**src/rtl/gold_seq_gen.sv**
```systemverilog
// 3GPP gold sequence generator c(n): x1/x2 LFSRs, NC-step warm-up discard, valid/ready bit stream.
// Optional build macro GOLD_PAR8_WARMUP_EN: warm-up advances 8 LFSR steps per cycle (NC must be a multiple of 8).
module gold_seq_gen #(
    parameter int NC = 1600
) (
    input  logic        clk,
    input  logic        reset,
    input  logic        start,
    input  logic        abort,
    input  logic [30:0] c_init,
    input  logic [10:0] seq_len,
    input  logic        out_ready,
    output logic        c_out,
    output logic        out_valid,
    output logic        busy,
    output logic        done
);

`ifdef GOLD_PAR8_WARMUP_EN
    localparam int WSTEPS = 8;
`else
    localparam int WSTEPS = 1;
`endif
    localparam int WCYC  = NC / WSTEPS;
    localparam int WLAST = (WCYC > 0) ? WCYC - 1 : 0;
    localparam int WW    = (WCYC > 1) ? $clog2(WCYC) : 1;

    generate
        if (NC % WSTEPS != 0) begin : g_nc_check
            $error("gold_seq_gen: NC must be a multiple of 8 when GOLD_PAR8_WARMUP_EN is defined");
        end
    endgenerate

    typedef enum logic [1:0] {IDLE, WARMUP, STREAM, DONE} state_t;

    state_t          state;
    logic [30:0]     x1;
    logic [30:0]     x2;
    logic [10:0]     len_q;
    logic [10:0]     cnt;
    logic [WW-1:0]   warm_cnt;
    logic [30:0]     x1_warm;
    logic [30:0]     x2_warm;

    // Bit i of each register holds x(n+i); the new bit x(n+31) enters at the top.
    function automatic logic [30:0] x1_step(input logic [30:0] x);
        return {x[3] ^ x[0], x[30:1]};
    endfunction

    function automatic logic [30:0] x2_step(input logic [30:0] x);
        return {x[3] ^ x[2] ^ x[1] ^ x[0], x[30:1]};
    endfunction

    always_comb begin
        x1_warm = x1;
        x2_warm = x2;
        for (int i = 0; i < WSTEPS; i++) begin
            x1_warm = x1_step(x1_warm);
            x2_warm = x2_step(x2_warm);
        end
    end

    // c_out is registered, so every transition into or within STREAM preloads the bit that will be at position 0.
    always_ff @(posedge clk or posedge reset) begin
        if (reset) begin
            state     <= IDLE;
            x1        <= '0;
            x2        <= '0;
            len_q     <= '0;
            cnt       <= '0;
            warm_cnt  <= '0;
            c_out     <= 1'b0;
            out_valid <= 1'b0;
            busy      <= 1'b0;
            done      <= 1'b0;
        end else begin
            case (state)
                IDLE: begin
                    done <= 1'b0;
                    if (start) begin
                        busy <= 1'b1;
                        if (seq_len != 11'd0) begin
                            x1       <= 31'h0000_0001;
                            x2       <= c_init;
                            len_q    <= seq_len;
                            cnt      <= '0;
                            warm_cnt <= '0;
                            if (WCYC == 0) begin
                                state     <= STREAM;
                                out_valid <= 1'b1;
                                c_out     <= c_init[0] ^ 1'b1;
                            end else begin
                                state <= WARMUP;
                            end
                        end else begin
                            state <= DONE;
                            done  <= 1'b1;
                        end
                    end
                end
                WARMUP: begin
                    if (abort) begin
                        state     <= IDLE;
                        busy      <= 1'b0;
                        out_valid <= 1'b0;
                        c_out     <= 1'b0;
                        done      <= 1'b0;
                    end else begin
                        x1 <= x1_warm;
                        x2 <= x2_warm;
                        if (warm_cnt == WW'(WLAST)) begin
                            state     <= STREAM;
                            out_valid <= 1'b1;
                            c_out     <= x1_warm[0] ^ x2_warm[0];
                        end else begin
                            warm_cnt <= warm_cnt + WW'(1);
                        end
                    end
                end
                STREAM: begin
                    if (abort) begin
                        state     <= IDLE;
                        busy      <= 1'b0;
                        out_valid <= 1'b0;
                        c_out     <= 1'b0;
                        done      <= 1'b0;
                    end else if (out_ready) begin
                        x1 <= x1_step(x1);
                        x2 <= x2_step(x2);
                        if (cnt == len_q - 11'd1) begin
                            state     <= DONE;
                            out_valid <= 1'b0;
                            c_out     <= 1'b0;
                            done      <= 1'b1;
                        end else begin
                            cnt   <= cnt + 11'd1;
                            c_out <= x1[1] ^ x2[1];
                        end
                    end
                end
                DONE: begin
                    state <= IDLE;
                    busy  <= 1'b0;
                    done  <= 1'b0;
                end
                default: begin
                    state <= IDLE;
                end
            endcase
        end
    end

endmodule
```
**config.mk**
```make
export PLATFORM = sky130hd
export DESIGN_NAME = gold_seq_gen
export DESIGN_NICKNAME = d
export VERILOG_FILES = /design/src/rtl/gold_seq_gen.sv
export SDC_FILE = /design/constraint.sdc
export NUM_CORES = 1
export LEC_CHECK = 0
export CORE_UTILIZATION = 52
export DETAILED_ROUTE_END_ITERATION = 10
export GPL_TIMING_DRIVEN = 1
export PLACE_DENSITY = 0.77
export SYNTH_ARGS = -nofsm -noshare
export SYNTH_HDL_FRONTEND = slang
export SYNTH_SLANG_ARGS = --single-unit
```
**constraint.sdc**
```tcl
create_clock -name clk -period 3.56 [get_ports clk]
set_input_delay 0.712 -clock clk [delete_from_list [all_inputs] [get_ports clk]]
set_output_delay 0.712 -clock clk [all_outputs]
set_load 0.005 [all_outputs]
```
# [Word-level counts from Yosys, hierarchy flattened]
# Index checks and enable logic that the tools add are counted.
[op_classes] n_addsub=3 n_eq_ne=17 muxes=50 n_bitwise=5 n_reduce_logical=16
[op_table] operator="$mux 31" n=10
[op_table] operator="$pmux 31 s3" n=2
[op_table] operator="$mux 11" n=7
[op_table] operator="$pmux 11 s2" n=2
[op_table] operator="$add 11x1->11 const B" n=2
[op_table] operator="$mux 1" n=17
[op_table] operator="$ne 2x2->1 const B" n=8
[op_table] operator="$mux 2" n=7
[op_table] operator="$reduce_and 6->1" n=2
[op_table] operator="$eq 11x11->1" n=1
[op_table] operator="$eq 11x11->1 const B" n=1
[op_table] operator="$reduce_bool 11->1" n=1
[op_table] operator="$sub 11x1->11 const B" n=1
[op_table] operator="$ne 3x3->1 const B" n=3
[op_table] operator="$reduce_and 3->1" n=3
[op_table] operator="$pmux 2 s4" n=1
[op_table] operator="$reduce_and 4->1" n=2
[op_table] operator="$reduce_bool 2->1" n=3
[op_table] operator="$reduce_and 5->1" n=1
[op_table] operator="$xor 1x1->1" n=5
[op_table] operator="$eq 2x2->1 const B" n=2
[op_table] operator="$pmux 1 s2" n=2
[op_table] operator="$pmux 1 s4" n=1
[op_table] operator="$pmux 1 s3" n=1
[op_table] operator="other kinds (6)" n=6
[totals] regBits=101 input_bits=47 output_inout_bits=4 word_cells=101

# [Depth between registers and ports, before layout]
# Gate-level depths: netlist of the first run.
[logic_depth] word_depth=6 mapped_depth=10 depth_no_buf=9

# [Worst setup path after synthesis of the first run]
# No wires, ideal clock.
[synth_timing] kind="reg-to-reg" startpoint="reg len_q[0]" endpoint="reg cnt[7]" setup_ps=78 t_arrival_ps=2680 required_ps=3482 slack_ps=802 path_stages_with_launch=10 cell_sequence="dfrtp_1 > inv_1 > ha_1 > or4b_4 > o221a_1 > a311o_1 > a41oi_2 > o31ai_2 > or4_1 > a21oi_1"
[synth_via] elab_chain_len=4
[synth_rtl] item="start: declaration" line_no="39" source="logic [10:0] len_q;"
[synth_rtl] item="start signal: assignment" line_no="85" source="len_q <= seq_len;"
[synth_rtl] item="$sub 11x1->11" line_no="130" source="if (cnt == len_q - 11'd1) begin"
[synth_rtl] item="$eq 11x11->1" line_no="130"
[synth_rtl] item="$ne 2x2->1 (no line)"
[synth_rtl] item="$reduce_and 6->1 (no line)"
[synth_rtl] item="end signal: assignment" line_no="136" source="cnt <= cnt + 11'd1;"
[synth_rtl] item="end: declaration" line_no="40" source="logic [10:0] cnt;"
# No other way between the ends.
# A chain may end at the register's enable or synchronous reset.

# [Worst setup path in the final report of the first run]
[layout_timing] startpoint="reg len_q[0]" endpoint="reg cnt[10]"
# Same word-level chain as after synthesis.

==> results of run 1 <==
## cell usage after synthesis, types with 2 or more instances
cell,number
and2_1,4
nor2b_1,4
a22oi_1,2
o2111ai_1,2
or4_1,4
nand3_1,38
a21oi_1,11
a22o_1,4
buf_1,4
xor2_1,5
mux2i_1,35
o211ai_1,4
clkbuf_1,25
nor4_1,5
nor3_1,13
or3_1,4
dfrtp_1,101
o21ai_0,43
inv_1,13
nand4_1,2
nand3b_1,2
nor2_1,15
nand2_1,132
o22ai_1,3
xnor2_1,12
and3_1,3
nand2b_1,5
ha_1,8
mux2_2,10
o31ai_1,12
or4_4,2
a21o_1,3
## stage by stage
stage | cells | cell area, um2 | util, % | power (mW)
2_1_floorplan | 551 | 5140 | - | 3.40
3_3_place_gp | 705 | 5760 | 61.2 | 3.82
3_5_place_dp | 705 | 5760 | 61.2 | 3.91
4_1_cts | 721 | 5980 | 63.5 | 4.71
5_1_grt | 721 | 5980 | 63.5 | 5.03
6_report | 721 | 5980 | 63.5 | 4.66
## state kept, by name (all words and copies together) (netlist names)
| signal | flops |
|---|---|
| x1 | 31 |
| x2 | 31 |
| cnt | 11 |
| len_q | 11 |
| warm_cnt | 11 |
| state | 2 |
| busy | 1 |
| c_out | 1 |
| done | 1 |
| out_valid | 1 |
## cell type report
class                   count  area [um2]
clock buffers               9         124
clock inverters             7        96.3
fillers                   758        3440
inverters                  13        51.3
multi-input cells         407        2460
flip-flops and latches    101        2530
well taps                 129         161
repair buffers             55         563
## worst min-delay path: cells and delay by family, from the launching register on
kind / cells / cell delay [ps]
DFF: 1 / 360
and+or+nand+nor: 2 / 100
## power groups by stage
stage,logic [mW],clock network (mW),registers (mW)
6_report,2.13,0.781,1.75
5_1_grt,2.39,0.847,1.80
4_1_cts,2.15,0.807,1.75
3_5_place_dp,2.14,0,1.77
3_3_place_gp,2.07,0,1.75
2_1_floorplan,1.73,0,1.67
## worst paths after layout
| path | to | cells past startpoint | from |
|---|---|---|---|
| worst max register to register | cnt[10] | 10 | len_q[0] |
| worst min register to register | x1[15] | 2 | x1[15] |
| max in group asynchronous | x1[0] | 3 | reset |
| worst min-delay path | x1[15] | 2 | x1[15] |
| worst max-delay path | cnt[10] | 10 | len_q[0] |
| min in group asynchronous | x2[16] | 2 | reset |
## metal layers
| layer | GRT usage (%) | part of all wire [%] |
|---|---|---|
| met1 | 28.0 | 47 |
| met2 | 37.7 | 49 |
| met3 | 4.55 | 3.3 |
| met4 | 4.57 | 0.65 |
| met5 | 0 | 0 |
## cells by family (layout without fill, tap and decap cells)
kind of cell    count (synthesis)  after routing  synth area share, %
compound gates                 98             98                 12.3
fa+ha+maj                       8              8                 1.95
buf+inv                        43             84                 3.21
simple gates                  238            238                 21.2
flops                         101            101                 49.2
mux                            46             46                 9.23
xor+xnor                       17             17                 2.90
==> reports/results.txt, run 1 <==
Clock Latency Late Sink -> 360 ps
I/O pin cnt -> 51
Shortest period the worst path allows -> 3090 ps
Drt drc -> 0
Clk Tree Root Cell -> clkbuf_8
Worst Path Buf+Inv -> 2
Layout cells sized above 1 -> 7.26%
Hold buffers post-CTS -> 0
Global-route wire length before repair -> 17.7 mm
Pins Over Slew Limit -> 0
Largest cells by area after synthesis -> dfrtp_1, nand2_1, mux2i_1
Switch Pwr -> 1.95 mW
Setup TNS -> 0 ps
H-tree levels -> 3
Period utilization -> 86.9%
Core Rows -> 35
Max_slew headroom -> 38.1%
Post-synthesis sequential area ratio -> 49.2%
CP endpoint kind -> flop
Synthesized Nets -> 606
P&R area growth vs syn -> 16.3%
Clock Skews -> 10.0 ps
Final HPWL DP -> 7.12 mm
Core area -> 9420 um2
Max Cap Viol -> 0
Setup violations, final -> 0
Crit-path max FO -> 17
Share of the synthesized area in the top cell type -> 49.2%
Worst setup SP type -> flop
# Post-CTS Setup Buffers -> 0
VDD IR max -> 0.549 mV
Post-DR wirelength/cell -> 14.2 um
Port bufs -> 50
Initial DRC count -> 168
Commonest cells after routing, fill and taps aside -> nand2_1, dfrtp_1, clkdlybuf4s50_1
Comb pwr share -> 45.7%
Unrepaired setup endpoints after global routing -> false
Achievable frequency -> 323 MHz
Pint -> 2.71 mW
Antenna Nets Post-Route -> 0
R2R setup slack -> 470 ps
Post_cts resized -> 0
Clk sinks -> 101
CTS tree -> built
Final worst slack -> 467 ps
Async set-or-reset flop fraction in the synthesized netlist -> 100%
Initial antenna violation count -> 0
Vias in the first global route -> 3920
P per Cell Area -> 780 nW/um2
DIE HEIGHT -> 101 um
Die footprint -> 10300 um2
Unique cell type count in the Yosys netlist -> 53
GRT Total Usage -> 21.7%
Kind of critical path -> flop to flop
Slew of the pin with the lowest slew margin -> 925 ps
LEAKAGE -> 2.68 nW
CTS buffer count -> 9
CTS Buffer Depth -> 2
Vias -> 4003
Reg power frac -> 37.5%
Status -> complete, no violations
GR Overflow Total -> 0
Clk slew on worst S/H paths -> 110 ps
Avg Cell Area, Syn -> 9.33 um2
Synthesis-stage register bit count -> 101
Worst Path Required -> 3850 ps
Worst hold-check slack -> 475 ps
Number of synthesized flops with an enable pin -> 0
Placer congestion estimate -> 0.844
Hold Vio Cnt, Final -> 0
Net Sw Frac -> 41.9%
Ys flop type -> dfrtp_1
Critical path arrival -> 3390 ps
Die Wd -> 101 um
CP top delay family -> compound AO/OA/AOI/OAI gates
Pin count of the biggest net entering global routing -> 93
Vias/cell -> 5.55
Hold Crit Class -> flop to flop
Syn Inst Count -> 551
Clock group share of total power -> 16.7%
Detailed Route WL -> 10.2 mm
Starting Density -> 54.6%
Worst path slowest cell -> or4_1
Worst path cell trace -> inv_1 -> ha_1 -> or4b_4 -> o221a_1 -> a311o_1 -> a41oi_2 -> o31ai_2 -> buf_4 -> or4_1 -> a21oi_1
Most common cell after layout, fill and taps aside -> nand2_1
Mapped Area -> 5140 um2
Worst path max stage delay -> 520 ps
Cell taking the most area after synthesis -> dfrtp_1
Antenna diode count -> 0
Ys Warns -> 0
1st-pass router iterations -> 4
Post-layout net count -> 642
Dpl ws -> 510 ps
Power figures use the tool's default switching activity.
==> run 2, diff against run 1 <==
--- a/config.mk
+++ b/config.mk
@@ -5,10 +5,12 @@
 export SDC_FILE = /design/constraint.sdc
 export NUM_CORES = 1
 export LEC_CHECK = 0
-export CORE_UTILIZATION = 52
+export CELL_PAD_IN_SITES_DETAIL_PLACEMENT = 1
+export CELL_PAD_IN_SITES_GLOBAL_PLACEMENT = 1
+export CORE_UTILIZATION = 40
 export DETAILED_ROUTE_END_ITERATION = 10
 export GPL_TIMING_DRIVEN = 1
-export PLACE_DENSITY = 0.77
+export PLACE_DENSITY_LB_ADDON = 0.1
 export SYNTH_ARGS = -nofsm -noshare
 export SYNTH_HDL_FRONTEND = slang
 export SYNTH_SLANG_ARGS = --single-unit
==> run 2 against run 1 <==
Net effect:
- cell count is 6.2% higher
- count of clock-buffer cells in the layout stayed put
- sequential share of layout area is 1.2 points lower
- largest power group unchanged
==> reports/results.txt, run 2 (synthesized netlist as in run 1, its figures left out) <==
Status -> complete, no violations
DIE HEIGHT -> 115 um (+14%)
Clock Latency Late Sink -> 360 ps (about the same)
Depth of the most critical reg-to-reg path -> 10 (unchanged)
Slew of the pin with the lowest slew margin -> 1060 ps (+134 ps)
Commonest cells after routing, fill and taps aside -> nand2_1, dfrtp_1, clkdlybuf4s50_1
GRT busiest layer -> met2
Shortest period the worst path allows -> 3180 ps (+83.9 ps)
Critical path arrival -> 3450 ps (+60 ps)
Clk sinks -> 101 (unchanged)
Achievable frequency -> 315 MHz (-2.6%)
Die Wd -> 115 um (+14%)
Max Cap Viol -> 0 (unchanged)
Core area -> 12600 um2 (+33%)
VDD IR max -> 0.443 mV (-19%)
Crit-path max FO -> 17 (unchanged)
Most common cell after layout, fill and taps aside -> nand2_1
Post-layout net count -> 644 (+0.31%)
Initial DRC count -> 230 (+37%)
Post_cts resized -> 0 (unchanged)
Starting Density -> 40.9% (-14 points)
Vias/cell -> 5.38 (-3.1%)
P per Cell Area -> 823 nW/um2 (+5.5%)
Vias -> 4120 (+2.9%)
Setup TNS -> 0 ps (unchanged)
Grt met1 use -> 25.1% (-2.9 points)
GR Overflow Total -> 0 (unchanged)
Drt drc -> 0 (unchanged)
Worst hold-check slack -> 467 ps (-8.21 ps)
Hold Crit Class -> flop to flop
Kind of critical path -> flop to flop
# Post-CTS Setup Buffers -> 0 (unchanged)
Pin count of the biggest net entering global routing -> 102 (+9.7%)
1st-pass router iterations -> 4 (unchanged)
Clock Skews -> 8.85 ps (-1.17 ps)
M3 GR Usage -> 4.69% (+0.14 points)
Unrepaired setup endpoints after global routing -> false
Layout cells sized above 1 -> 7.58% (+0.31 points)
Hold path cells -> 2 (unchanged)
LEAKAGE -> 2.74 nW (+2.2%)
Pins Over Slew Limit -> 0 (unchanged)
Initial antenna violation count -> 0 (unchanged)
Post-DR wirelength/cell -> 15.9 um (+13%)
Setup violations, final -> 0 (unchanged)
Die footprint -> 13300 um2 (+29%)
CTS tree -> built
Final HPWL DP -> 8.33 mm (+17%)
Biggest regs -> x1: 31 flops, x2: 31 flops
Antenna Nets Post-Route -> 0 (unchanged)
Global-route wire length before repair -> 20.8 mm (+17%)
P&R area growth vs syn -> 19.6%
Antenna diode count -> 0 (unchanged)
Clk Tree Root Cell -> clkbuf_16
R2R setup slack -> 380 ps (-80 ps)
I/O pin cnt -> 51 (unchanged)
H-tree levels -> 3 (unchanged)
Hold Vio Cnt, Final -> 0 (unchanged)
Clk slew on worst S/H paths -> 80 ps (-30 ps)
Port bufs -> 50 (unchanged)
Core Rows -> 41 (+17%)
Worst setup SP type -> flop
Detailed Route WL -> 12.2 mm (+20%)
Placer congestion estimate -> 0.812 (-3.8%)
Hold buffers post-CTS -> 0 (unchanged)
Max_slew headroom -> 29.1% (-9.0 points)
CTS buffer count -> 9 (unchanged)
CP endpoint kind -> flop
Worst Path Required -> 3840 ps (about the same)
GRT Total Usage -> 20.1% (-1.5 points)
CTS Buffer Depth -> 2 (unchanged)
Vias in the first global route -> 4209 (+7.4%)
Met2 usage -> 34.8% (-2.9 points)
Period utilization -> 89.2% (+2.4 points)
==> run 2: cell count changes in the layout (fill, tap and decap cells not counted) <==
cell / change
buf_4: +2
clkbuf_16: +9
clkbuf_8: -9
clkinvlp_4: -1
inv_6: +2
inv_8: -1
==> run 2: final cells by class <==
cell class,count,area [um2]
Multi-Input combinational cell,407,2460
Fill cell,1454,6420
Sequential cell,101,2530
Clock inverter,7,95.1
Clock buffer,9,225
Inverter,13,51.3
Timing Repair Buffer,57,578
Tap cell,172,215
==> run 2: critical path: stages, from the launching register on <==
cell,delay [ps]
dfrtp_1,430
inv_1,90
ha_1,230
or4b_4,520
o221a_1,270
a311o_1,340
a41oi_2,250
o31ai_2,100
buf_4,190
or4_1,510
a21oi_1,170
==> run 2: path summary, 6_finish.rpt <==
kind	start	to
max	len_q[0]	cnt[9]
max in group asynchronous	reset	cnt[10]
min	x1[13]	x1[13]
min in group asynchronous	reset	x1[8]
max reg2reg	len_q[0]	cnt[9]
min reg2reg	x1[13]	x1[13]
==> run 2: report_power, final <==
group,switching (mW),internal [mW]
combinational,1.33,0.907
clock,0.496,0.570
sequential,0.286,1.48
total,2.11,2.95
==> run 2: through the flow <==
step | power, mW | utilization, % | cells | area (um2) | setup slack [ps]
after floorplan | 3.40 | - | 551 | 5140 | 201
after global placement | 3.93 | 46.4 | 750 | 5830 | 572
after detailed placement | 4.04 | 46.4 | 750 | 5830 | 397
after CTS | 5.14 | 48.9 | 766 | 6150 | 353
after global routing | 5.45 | 48.9 | 766 | 6150 | 195
final | 5.06 | 48.9 | 766 | 6150 | 383
==> run 2: routing by layer <==
layer	routed length [um]	share of wire (%)
met1	5520	45
met4	134	1.1
met2	6190	51
met3	367	3.0
met5	0	0
